--- config.mk ---
export PLATFORM = sky130hd
export DESIGN_NAME = input_conditioner
export DESIGN_NICKNAME = d
export VERILOG_FILES = /design/src/rtl/input_conditioner_pkg.sv /design/src/rtl/debounce_button.sv /design/src/rtl/input_conditioner.sv
export SDC_FILE = /design/constraint.sdc
export NUM_CORES = 1
export LEC_CHECK = 0
export CORE_ASPECT_RATIO = 2
export CORE_MARGIN = 5
export CORE_UTILIZATION = 43
export DETAILED_ROUTE_END_ITERATION = 12
export GPL_TIMING_DRIVEN = 0
export PLACE_DENSITY = 0.67
export SYNTH_ARGS = -nofsm -noshare
export SYNTH_HDL_FRONTEND = slang
export SYNTH_SLANG_ARGS = --single-unit
--- constraint.sdc ---
create_clock -name clock -period 2.4 [get_ports clock]
set_input_delay 0.24 -clock clock [delete_from_list [all_inputs] [get_ports clock]]
set_output_delay 0.24 -clock clock [all_outputs]
set_load 0.005 [all_outputs]
--- src/rtl/input_conditioner_pkg.sv ---
// Shared definitions for the calculator input front-end: debouncer state
// encodings and default sizing.
package input_conditioner_pkg;

  localparam int unsigned DEF_DEBOUNCE_CYCLES = 50000;
  localparam int unsigned DEF_SYNC_STAGES     = 2;
  localparam int unsigned DEF_SW_WIDTH        = 12;

  typedef enum logic [1:0] {
    DB_RELEASED  = 2'b00,
    DB_ARMING    = 2'b01,
    DB_PRESSED   = 2'b10,
    DB_DISARMING = 2'b11
  } db_state_e;

endpackage

--- src/rtl/debounce_button.sv ---
// One pushbutton: polarity normalise, synchronise, debounce. Emits the debounced
// level and a one-cycle rise flag on each accepted press.
module debounce_button
  import input_conditioner_pkg::*;
#(
  parameter int unsigned DEBOUNCE_CYCLES = DEF_DEBOUNCE_CYCLES,
  parameter int unsigned SYNC_STAGES     = DEF_SYNC_STAGES,
  parameter int unsigned ACTIVE_LOW      = 1
) (
  input  logic clock,
  input  logic Reset_n,
  input  logic raw,
  output logic level,
  output logic rise
);

  localparam int unsigned CNT_W = $clog2(DEBOUNCE_CYCLES + 1);
  localparam logic [CNT_W-1:0] CNT_MAX  = CNT_W'(DEBOUNCE_CYCLES);
  localparam logic [CNT_W-1:0] CNT_LAST = CNT_W'(DEBOUNCE_CYCLES - 1);

  logic                   pressed_raw;
  logic                   sync_lvl;
  logic [SYNC_STAGES-1:0] sync_q, sync_d;
  logic [SYNC_STAGES-1:0] fill_q, fill_d;
  logic                   ready_q, ready_d;
  db_state_e              state_q, state_d;
  logic [CNT_W-1:0]       cnt_q, cnt_d, cnt_inc;
  logic                   level_q, level_d;
  logic                   rise_q, rise_d;

  assign pressed_raw = (ACTIVE_LOW != 0) ? ~raw : raw;
  assign sync_lvl    = sync_q[SYNC_STAGES-1];
  assign cnt_inc     = (cnt_q == CNT_MAX) ? cnt_q : cnt_q + CNT_W'(1);

  // A button held through reset must be seen released once (after the
  // synchroniser has refilled) before any press is accepted.
  always_comb begin
    sync_d  = {sync_q[SYNC_STAGES-2:0], pressed_raw};
    fill_d  = {fill_q[SYNC_STAGES-2:0], 1'b1};
    ready_d = ready_q | (fill_q[SYNC_STAGES-1] & ~sync_lvl);
  end

  always_comb begin
    state_d = state_q;
    cnt_d   = cnt_q;
    rise_d  = 1'b0;
    case (state_q)
      DB_RELEASED: begin
        cnt_d = '0;
        if (ready_q && sync_lvl) begin
          state_d = DB_ARMING;
          cnt_d   = CNT_W'(1);
        end
      end
      DB_ARMING: begin
        if (!sync_lvl) begin
          state_d = DB_RELEASED;
          cnt_d   = '0;
        end else if (cnt_q >= CNT_LAST) begin
          state_d = DB_PRESSED;
          cnt_d   = '0;
          rise_d  = 1'b1;
        end else begin
          cnt_d = cnt_inc;
        end
      end
      DB_PRESSED: begin
        cnt_d = '0;
        if (!sync_lvl) begin
          state_d = DB_DISARMING;
          cnt_d   = CNT_W'(1);
        end
      end
      DB_DISARMING: begin
        if (sync_lvl) begin
          state_d = DB_PRESSED;
          cnt_d   = '0;
        end else if (cnt_q >= CNT_LAST) begin
          state_d = DB_RELEASED;
          cnt_d   = '0;
        end else begin
          cnt_d = cnt_inc;
        end
      end
      default: begin
        state_d = DB_RELEASED;
        cnt_d   = '0;
      end
    endcase
    level_d = (state_d == DB_PRESSED) || (state_d == DB_DISARMING);
  end

  always_ff @(posedge clock or negedge Reset_n) begin
    if (!Reset_n) begin
      sync_q  <= '0;
      fill_q  <= '0;
      ready_q <= 1'b0;
      state_q <= DB_RELEASED;
      cnt_q   <= '0;
      level_q <= 1'b0;
      rise_q  <= 1'b0;
    end else begin
      sync_q  <= sync_d;
      fill_q  <= fill_d;
      ready_q <= ready_d;
      state_q <= state_d;
      cnt_q   <= cnt_d;
      level_q <= level_d;
      rise_q  <= rise_d;
    end
  end

  assign level = level_q;
  assign rise  = rise_q;

endmodule

--- src/rtl/input_conditioner.sv ---
// Calculator input front-end: debounced Enter/Clear strobes and a switch word
// that is guaranteed stable whenever EnterPulse is high.
module input_conditioner
  import input_conditioner_pkg::*;
#(
  parameter int unsigned DEBOUNCE_CYCLES = DEF_DEBOUNCE_CYCLES,
  parameter int unsigned SYNC_STAGES     = DEF_SYNC_STAGES,
  parameter int unsigned BTN_ACTIVE_LOW  = 1,
  parameter int unsigned SW_WIDTH        = DEF_SW_WIDTH
) (
  input  logic                clock,
  input  logic                Reset_n,
  input  logic                EnterRaw,
  input  logic                ClearRaw,
  input  logic [SW_WIDTH-1:0] SwitchsRaw,
  output logic                EnterPulse,
  output logic                ClearPulse,
  output logic [SW_WIDTH-1:0] SwitchsOut,
  output logic                SwitchsStable,
  output logic                BusyLed
);

  localparam int unsigned CNT_W = $clog2(DEBOUNCE_CYCLES + 1);
  localparam logic [CNT_W-1:0] CNT_MAX = CNT_W'(DEBOUNCE_CYCLES);

  logic enter_level, enter_rise;
  logic clear_level, clear_rise;

  logic [SYNC_STAGES-1:0][SW_WIDTH-1:0] sw_sync_q, sw_sync_d;
  logic [SW_WIDTH-1:0] sw_now;
  logic [SW_WIDTH-1:0] sw_last_q, sw_last_d;
  logic [CNT_W-1:0]    sw_cnt_q, sw_cnt_d;
  logic                sw_stable_q, sw_stable_d;
  logic [SW_WIDTH-1:0] sw_deb_q, sw_deb_d;

  logic                pending_q, pending_d;
  logic                enter_pulse_q, enter_pulse_d;
  logic                clear_pulse_q, clear_pulse_d;
  logic [SW_WIDTH-1:0] sw_out_q, sw_out_d;
  logic                busy_q, busy_d;

  debounce_button #(
    .DEBOUNCE_CYCLES(DEBOUNCE_CYCLES),
    .SYNC_STAGES    (SYNC_STAGES),
    .ACTIVE_LOW     (BTN_ACTIVE_LOW)
  ) u_enter (
    .clock  (clock),
    .Reset_n(Reset_n),
    .raw    (EnterRaw),
    .level  (enter_level),
    .rise   (enter_rise)
  );

  debounce_button #(
    .DEBOUNCE_CYCLES(DEBOUNCE_CYCLES),
    .SYNC_STAGES    (SYNC_STAGES),
    .ACTIVE_LOW     (BTN_ACTIVE_LOW)
  ) u_clear (
    .clock  (clock),
    .Reset_n(Reset_n),
    .raw    (ClearRaw),
    .level  (clear_level),
    .rise   (clear_rise)
  );

  assign sw_now = sw_sync_q[SYNC_STAGES-1];

  // Switch stabiliser: any change restarts the shared counter.
  always_comb begin
    sw_sync_d[0] = SwitchsRaw;
    for (int i = 1; i < int'(SYNC_STAGES); i++) begin
      sw_sync_d[i] = sw_sync_q[i-1];
    end
    sw_last_d = sw_now;
    sw_cnt_d  = sw_cnt_q;
    if (sw_now != sw_last_q) begin
      sw_cnt_d = '0;
    end else if (sw_cnt_q != CNT_MAX) begin
      sw_cnt_d = sw_cnt_q + CNT_W'(1);
    end
    sw_stable_d = (sw_cnt_d == CNT_MAX);
    sw_deb_d    = sw_stable_d ? sw_now : sw_deb_q;
  end

  // Strobe arbitration: Clear always wins and discards any Enter, pending or new.
  always_comb begin
    pending_d     = pending_q;
    enter_pulse_d = 1'b0;
    clear_pulse_d = 1'b0;
    if (clear_rise) begin
      clear_pulse_d = 1'b1;
      pending_d     = 1'b0;
    end else if (enter_rise || pending_q) begin
      if (sw_stable_q) begin
        enter_pulse_d = 1'b1;
        pending_d     = 1'b0;
      end else begin
        pending_d = 1'b1;
      end
    end
    sw_out_d = enter_pulse_d ? sw_deb_q : sw_out_q;
    busy_d   = enter_level | clear_level | pending_d;
  end

  always_ff @(posedge clock or negedge Reset_n) begin
    if (!Reset_n) begin
      sw_sync_q     <= '0;
      sw_last_q     <= '0;
      sw_cnt_q      <= '0;
      sw_stable_q   <= 1'b0;
      sw_deb_q      <= '0;
      pending_q     <= 1'b0;
      enter_pulse_q <= 1'b0;
      clear_pulse_q <= 1'b0;
      sw_out_q      <= '0;
      busy_q        <= 1'b0;
    end else begin
      sw_sync_q     <= sw_sync_d;
      sw_last_q     <= sw_last_d;
      sw_cnt_q      <= sw_cnt_d;
      sw_stable_q   <= sw_stable_d;
      sw_deb_q      <= sw_deb_d;
      pending_q     <= pending_d;
      enter_pulse_q <= enter_pulse_d;
      clear_pulse_q <= clear_pulse_d;
      sw_out_q      <= sw_out_d;
      busy_q        <= busy_d;
    end
  end

  assign EnterPulse    = enter_pulse_q;
  assign ClearPulse    = clear_pulse_q;
  assign SwitchsOut    = sw_out_q;
  assign SwitchsStable = sw_stable_q;
  assign BusyLed       = busy_q;

endmodule
# ---- Word level (Yosys, flattened, before mapping)
# Cells that the tools add are included.
dict set report totals {
  reg_bits 131
  inputBits 16
  output_inout_bits 16
}
dict set report op_classes {
  n_addsub 3
  magnitude_cmp 2
  eq_ne 15
  n_mux 43
  bitwise_logic 10
  n_reduce_logical 7
}
# operator count
set op_table {}
lappend op_table {{two-way mux 16 bit} 10}
lappend op_table {{one-hot mux 16 bit (4 select lines)} 2}
lappend op_table {{adder 16 x 1 -> 16 bit (second input constant)} 3}
lappend op_table {{equality test 16 bit (second input constant)} 3}
lappend op_table {{greater-or-equal comparator 16 bit (second input constant)} 2}
lappend op_table {{two-way mux 2 bit} 12}
lappend op_table {{two-way mux 1 bit} 17}
lappend op_table {{equality test 2 bit (second input constant)} 8}
lappend op_table {{!= test 16 bit (second input constant)} 1}
lappend op_table {{one-hot mux 2 bit (4 select lines)} 2}
lappend op_table {{!= test 12 bit} 1}
lappend op_table {{equality test 2 x 1 -> 1 bit (second input constant)} 2}
lappend op_table {{zero test 2 bit} 2}
lappend op_table {{NOT 1 bit} 4}
lappend op_table {{OR 1 bit} 4}
lappend op_table {{logical OR 1 bit} 3}
lappend op_table {{AND 1 bit} 2}
lappend op_table {{logical AND 1 bit} 2}

# ---- Logic depth before layout (Yosys ltp)
dict set report depth {
  word_depth 6
  depth_mapped 10
}

# ---- Hierarchy
# From an unflattened synthesis, not the netlist that was laid out.
dict set report unflattened {
  cells_unflattened 474
  area_unflattened_um2 5671.7
}
# module instances cells_per_inst area_each_um2 seq_area_each_um2
set by_module_without_submodules {}
lappend by_module_without_submodules {input_conditioner 1 246 3133.0 2026.9}
lappend by_module_without_submodules {{debounce_button (u_enter)} 1 113 1278.7 625.6}
lappend by_module_without_submodules {{debounce_button (u_clear)} 1 115 1260.0 625.6}

# ---- Worst setup path after synthesis
# No wires, ideal clock.
dict set report synth_path {
  path_kind {register to register}
  from {register sw_cnt_q[0]}
  to {register sw_deb_q[10]}
  arrival_ns 2.013
  required_ns 2.275
  slack_ns 0.262
  path_stages_with_launch 11
  n_path_buf 2
  period_less_slack_ns 2.138
  cell_sequence {dfrtp_1 > inv_1 > ha_1 > nand4_1 > nor3_1 > and4_1 > buf_2 > mux2i_4 > nand4b_2 > buf_6 > mux2_4}
}
dict set report synth_via {
  elab_chain_cells 4
  elab_cells_between_ends 5
  classes_between {1 x add/sub; 2 x eq/ne; 2 x mux}
}
# element line_no
set synth_rtl {}
lappend synth_rtl {{from (decl)} input_conditioner.sv:32} ;# logic [CNT_W-1:0] sw_cnt_q, sw_cnt_d;
lappend synth_rtl {{from (signal assigned)} input_conditioner.sv:120} ;# sw_cnt_q <= sw_cnt_d;
lappend synth_rtl {{adder 16 x 1 -> 16 bit or != test 16 bit (tied branches)} {input_conditioner.sv:79, input_conditioner.sv:78}}
lappend synth_rtl {{two-way mux 16 bit (*)} input_conditioner.sv:78} ;# end else if (sw_cnt_q != CNT_MAX) begin
lappend synth_rtl {{two-way mux 16 bit (*)} input_conditioner.sv:76} ;# if (sw_now != sw_last_q) begin
lappend synth_rtl {{equality test 16 bit (*)} input_conditioner.sv:81} ;# sw_stable_d = (sw_cnt_d == CNT_MAX);
lappend synth_rtl {{to (signal assigned)} input_conditioner.sv:122} ;# sw_deb_q <= sw_deb_d;
lappend synth_rtl {{to (decl)} input_conditioner.sv:34} ;# logic [SW_WIDTH-1:0] sw_deb_q, sw_deb_d;
# Every way passes the cells marked *; elsewhere a longest branch is shown, timed or not.
# A chain may end at the register's enable or synchronous reset.

# ---- Worst setup path in the final report
dict set report layout_path {
  from {register sw_cnt_q[0]}
  to {register sw_deb_q[9]}
}
# Same word-level chain as after synthesis.

==> metrics.md <==
| Metric | Value |
|---|---|
| Outcome | `finished clean` |
| CP Launch Type | `flop` |
| GP Congestion | `0.862` |
| Crit Path Class | `reg -> reg` |
| Routed Antenna Nets | `0` |
| Remaining DRCs | `0` |
| Skew final | `0.00994 ns` |
| Yosys reg bits | `129` |
| Most frequent cells in the layout | `127 x dfrtp_1, 67 x nor2_1, 60 x nand2_1, 38 x xor2_1, 30 x clkdlybuf4s50_1` |
| Ratio of total power to cell area | `751 nW/um^2` |
| LEAKAGE | `2.96 nW` |
| WP buf/inv | `3` |
| Diode count | `0` |
| CTS max path bufs | `2` |
| Grt ovf | `0` |
| Final net count | `554` |
| Post-synth ARST share | `100%` |
| Most common cell after layout, fill and taps aside | `dfrtp_1` |
| Reg-to-reg slack, setup | `0.06 ns` |
| Vias | `3543` |
| Max VDD drop | `483 uV` |
| Max Cap Viol | `0` |
| Post-Syn Instances | `479` |
| Register area share after synthesis | `60.4%` |
| Register clock-pin slew on the reported worst setup and hold paths | `approximately 0.06 ns` |
| Slowest cell on the critical path | `dfrtp_2` |
| H-tree levels | `4` |
| Crit-path max cell delay | `0.44 ns` |
| Vias in the first global route | `between 3000 and 4000` |
| Core area | `12200 um^2` |
| Die Span X | `88.8 um` |
| Worst Path Arrival | `2.63 ns` |
| Net Count, Synth | `501` |
| Crit path max-delay family | `simple AND/OR/NAND/NOR gates` |
| Post-place setup slack | `-0.298 ns` |
| Row count | `57` |
| Syn Std Cell Area | `5350 um^2` |
| Initial drt markers | `161` |
| Die Ht | `168 um` |
| Minimum clock period | `~2.3 ns` |
| Area grow syn2layout | `22.9%` |
| Worst min-delay path category | `in -> reg` |
| First-pass GRT wire length | `17.4 mm` |
| Final hold viol count | `0` |
| FILL cells | `1037` |
| # clock sinks | `around 130` |
| Fin util | `53.9%` |
| WL final | `10.0 mm` |
| DRT Pass-1 Iters | `4` |
| CTS tree | `done` |
| Boundary Pins | `32` |
| CP cell instances | `inv_2, ha_1, nand4_1, nor3_2, and4_1, buf_4, mux2i_4, nand4b_4, buf_6, mux2_4` |
| Period utilization | `between 90% and 100%` |
| Die ar. | `14900 um^2` |
| Setup-failing EPs final | `0` |
| Fmax | `0.427 GHz` |
| Prevailing post-synth register cell | `dfrtp_1` |
| DR vias/cell | `5.12` |
| Slew Limit Fails | `0` |
| Total Power | `just under 5 mW` |
| Port-buffer cells | `31` |
| Syn. warnings | `0` |
| Starting Density | `around 44%` |
| Largest net degree at the start of global routing | `88` |
| Tightest Pin Transition | `approximately 0.69 ns` |
| CP Capture Type | `flop` |
| Mapped Avg Cell Area | `11.2 um^2` |
| Setup TNS Final | `0 ns` |
| Final setup margin | `0.0569 ns` |
| Post-synth EDFFs | `0` |
| Skew-Pair Late Insertion Delay | `0.41 ns` |
| Slew HR | `between 50% and 60%` |
| Layout cells sized above 1 | `12.7%` |
| Antenna violations before repair | `0` |
| Detail Placement HPWL | `6.88 mm` |
| Wire per inst | `14.5 um` |
| Cell Area, Placed | `slightly below 6000 um^2` |
| Gr usage total | `15.1%` |
| Cell variety after synth | `46` |
| Total CTS buffers | `17` |
| Clk root buf | `clkbuf_16` |
| Critical path peak fanout | `10` |
| Critical Path RT | `between 2 and 3 ns` |
| Unrepaired setup endpoints after global routing | `true` |
| Post-route design area | `6570 um^2` |
==> report_power, final <==
part,switching (mW),leakage [nW],internal (mW)
registers,0.0323,1.68,2.22
logic,0.0879,0.997,0.0569
clock network,0.959,0.285,1.57
total,1.08,2.96,3.85
==> kinds of logic after synthesis <==
family / share of synthesized area (%)
compound gates: 3.25
xor+xnor: 9.01
fa+ha+maj: 1.40
buf+inv: 2.43
flops: 60.4
mux: 4.61
other cells: 0.0702
simple gates: 18.8
==> worst register-to-register path: cells and delay by family (launching register included) <==
family	cells	cell delay, ns
DFF	1	0.44
and+or+nand+nor	4	0.59
buffers and inverters	3	0.47
adders and majority gates	1	0.17
muxes	2	0.57
==> metrics by stage <==
step | hold WS [ns] | cells
final | 0.270 | 692
after CTS | 0.247 | 692
after detailed placement | 0.185 | 658
after floorplan | -0.0556 | 479
after global placement | 0.333 | 657
after global routing | 0.248 | 692
==> synthesized netlist by cell type (2+ instances only) <==
master	instances	share of area, %
nor4_1	7	0.82
inv_1	18	1.3
a21o_1	2	0.28
a311o_1	2	0.37
nand4_1	14	1.6
and3_1	7	0.82
nand3_1	24	2.2
mux2_1	2	0.42
a31oi_1	2	0.23
buf_2	2	0.19
and4_1	4	0.66
nor2_1	67	4.7
nor3b_1	2	0.28
mux2i_1	4	0.75
clkbuf_1	9	0.63
nor4_2	2	0.47
o21ai_1	2	0.19
mux2_4	10	2.8
a21oi_1	7	0.66
and2_1	2	0.23
nor3_1	10	0.94
dfrtp_1	129	60
xor2_1	38	6.2
nand2_1	60	4.2
or2_2	2	0.23
o21ai_0	8	0.75
ha_1	6	1.4
nand2b_1	3	0.35
xnor2_1	17	2.8
==> area by class of cell <==
type / instances / area (um^2) / share of cell area, %
flip-flops and latches: 129 / 3230 / 49.2
well taps: 147 / 184 / 2.80
multi-input cells: 319 / 2060 / 31.4
inverters: 18 / 67.6 / 1.03
plain buffers: 12 / 62.6 / 0.952
clock inverters: 13 / 154 / 2.34
repair buffers: 35 / 364 / 5.54
clock buffers: 19 / 443 / 6.74
==> per-layer routing <==
layer	global-route usage [%]	part of all wire (%)	vias to the layer above
met5	0	0	-
met1	16.6	39	1769
li1	-	-	1702
met3	3.69	2.7	14
met2	26.0	56	58
met4	7.63	2.3	0
==> worst paths after layout <==
path,depth (start not counted),from,end
min,1,SwitchsRaw[2],sw_sync_d[14]
max in group asynchronous,3,Reset_n,sw_cnt_q[0]
min in group asynchronous,2,Reset_n,sw_sync_d[20]
max,10,sw_cnt_q[0],sw_deb_q[9]
min reg2reg,0,sw_sync_d[16],sw_last_d[4]
max reg2reg,10,sw_cnt_q[0],sw_deb_q[9]
==> state kept, by name, summed over array words and instances (netlist names), 2 cells and up <==
name,count
SwitchsOut,12
sw_cnt_q,16
sw_deb_q,12
sw_last_d,12
sw_last_q,12
sw_sync_d,12
u_clear.cnt_q,16
u_clear.fill_q,2
u_clear.state_q,2
u_clear.sync_q,2
u_enter.cnt_q,16
u_enter.state_q,2
u_enter.sync_q,2
==> what timing repair did <==
item,in CTS,in global routing
setup buffers,1,1
gates resized for setup,10,8
pin swaps,0,2
hold buffers,1,0
endpoints found under the hold margin,42,0
endpoints found under the setup margin,12,20
No activity file was read; power rests on OpenSTA's default activity.
==> variant: new RTL, config.mk and constraints unchanged <==
`DEF_SW_WIDTH`: 12 -> 24.
--- a/src/rtl/input_conditioner_pkg.sv
+++ b/src/rtl/input_conditioner_pkg.sv
@@ -4,7 +4,7 @@
 
   localparam int unsigned DEF_DEBOUNCE_CYCLES = 50000;
   localparam int unsigned DEF_SYNC_STAGES     = 2;
-  localparam int unsigned DEF_SW_WIDTH        = 12;
+  localparam int unsigned DEF_SW_WIDTH        = 24;
 
   typedef enum logic [1:0] {
     DB_RELEASED  = 2'b00,
Interface: changed (resized SwitchsOut and SwitchsRaw); port bits go from 32 to 56. No check against the original RTL was run, so the function may have changed too.
==> variant against the original RTL <==
The run now ends with negative setup slack left. Sequential cell count grew 60. Critical path type unchanged. Cell area grew 36%. Area after synthesis grew 37%. Largest power group is now registers. Critical path depth down 1. Wire length rose by 39%. Global-route usage about the same. Power rose by 26%. Utilization is 0.77 points lower. Hold slack worse by 0.020 ns. Worst setup slack got worse by 0.47 ns.
==> variant: results (changes against the original RTL) <==
\begin{tabular}{lr}
\hline
Metric & Value \\
\hline
\multicolumn{2}{l}{\textbf{Logic synthesis}} \\
Fraction of the yosys area taken by sequential cells & 64.60\% (+4.2 points) \\
Synth Area in Compound Gates & 2.683\% (-0.57 points) \\
Number of cells produced by synthesis & 602 (+26\%) \\
Mapped Nets & 636 (+27\%) \\
Post-synthesis mux area share & 5.298\% (+0.69 points) \\
Yosys cell types & 49 (+6.5\%) \\
Post-synthesis xor/xnor area fraction & 8.255\% (-0.76 points) \\
Adder and majority gate portion of the synthesized area & 1.025\% (-0.38 points) \\
Top cell types by occurrence after synthesis & sky130\_fd\_sc\_hd\_\_dfrtp\_1, sky130\_fd\_sc\_hd\_\_nand2\_1, sky130\_fd\_sc\_hd\_\_nor2\_1, sky130\_fd\_sc\_hd\_\_xor2\_1, sky130\_fd\_sc\_hd\_\_nand3\_1 \\
\multicolumn{2}{l}{\textbf{Detailed routing}} \\
Via count & 4578 (+29\%) \\
Drt initial violations & 144 (-11\%) \\
Wire length per cell & 15.40 um (+6.2\%) \\
\multicolumn{2}{l}{\textbf{Power}} \\
Switching power as a share of total power & 23.40\% (+1.5 points) \\
Power consumed by sequential cells & 3.31 mW (+46\%) \\
Reported clock group power & 2.67 mW (+6\%) \\
Leakage & 4.107 nW (+39\%) \\
IR drop worst, VDD & 0.3745 mV (-22\%) \\
\multicolumn{2}{l}{\textbf{Run status}} \\
Violations in the final reports & negative setup slack \\
Outcome & finished, violations left \\
\multicolumn{2}{l}{\textbf{GRT}} \\
Global-route wire length before repair & 23540 um (+35\%) \\
Vias in the first global route & 4870 (+33\%) \\
GRT Overall Usage & 15.09\% (+0.034 points) \\
\multicolumn{2}{l}{\textbf{Worst setup path}} \\
Cells on worst reg2reg path & 9 (-1) \\
Endpoint arrival time on the critical path & 3.11 ns (+0.48 ns) \\
CP Capture Point & sw\_deb\_q[13]\$\_DFFE\_PN0P\_ \\
\multicolumn{2}{l}{\textbf{STA}} \\
Worst hold slack across all endpoints & 0.2503 ns (-0.02005 ns) \\
Slew @ Worst Pin & 0.7569 ns (+0.06298 ns) \\
Summed negative setup slack over all endpoints & -9.362 ns (-9.362 ns) \\
Smallest setup slack after layout & -0.4112 ns (-0.4681 ns) \\
Final setup violating endpoints & 24 (+24) \\
Clock skew after layout & 0.01117 ns (+0.001233 ns) \\
\multicolumn{2}{l}{\textbf{Place}} \\
Inst Count DP & 865 (+31\%) \\
Input/output buffers & 55 (+77\%) \\
Minimum setup slack after placement & -0.7373 ns (-0.4390 ns) \\
Global placement routability congestion & 0.8627 (about the same) \\
Cell area after placement & 8193 um2 (+40\%) \\
\multicolumn{2}{l}{\textbf{Worst hold path}} \\
Startpoint of the lowest-slack hold path & SwitchsRaw[4] \\
Sink of the worst hold path & sw\_sync\_d[28]\$\_DFF\_PN0\_ \\
\multicolumn{2}{l}{\textbf{Cells and area}} \\
Layout Cells excl Fill & 906 (+31\%) \\
Net total in the final layout & 721 (+30\%) \\
\hline
\end{tabular}
[variant: cell count changes after synthesis, sizes merged, moves of 3 or more]
cell	unedited run	this run
dfrtp	129	189
nand2	60	97
mux2	13	26
xor2	38	51
nor2	67	63
clkbuf	9	12
inv	18	15
mux2i	5	2
[variant: metal layers]
layer / vias to the layer above / global-route usage (%) / share of wire [%]
li1: 2167 / - / -
met1: 2305 / 16.55 / 38
met3: 26 / 3.229 / 2.9
met2: 80 / 27.37 / 57
met4: 0 / 6.180 / 2.4
met5: - / 0 / 0
[variant: cells by family (layout without fill, tap and decap cells)]
logic type               after synthesis  count (layout)
buffers and inverters                 32             129
adder cells (fa/ha/maj)                6               6
XOR/XNOR                              69              69
flip-flops                           189             189
multiplexers                          28              28
AO/OA/AOI/OAI                         29              29
AND/OR/NAND/NOR                      248             248
other                                  1               1
[variant: final cells by class]
type                    instances  share of cell area [%]
plain buffers                  15                   1.110
clock buffers                  18                   4.933
clock inverters                13                   1.433
inverters                      15                  0.6324
multi-input cells             381                   28.18
flip-flops and latches        189                   53.18
well taps                     207                   2.909
repair buffers                 68                   7.631
[variant: what timing repair did]
action,CTS,global route
gates cloned,0,0
hold endpoints to repair,56,0
pin swaps,2,1
hold buffers,1,0
endpoints found under the setup margin,36,53
setup buffers,7,4
resized for setup,12,8
[variant: critical path: stages, from the launching register on]
cell,delay (ns)
sky130_fd_sc_hd__dfrtp_2,0.41
sky130_fd_sc_hd__inv_2,0.08
sky130_fd_sc_hd__ha_4,0.13
sky130_fd_sc_hd__or4bb_4,0.46
sky130_fd_sc_hd__nor4_4,0.29
sky130_fd_sc_hd__mux2_4,0.36
sky130_fd_sc_hd__nor4b_4,0.27
sky130_fd_sc_hd__nand4_4,0.19
sky130_fd_sc_hd__buf_12,0.20
sky130_fd_sc_hd__mux2_4,0.30
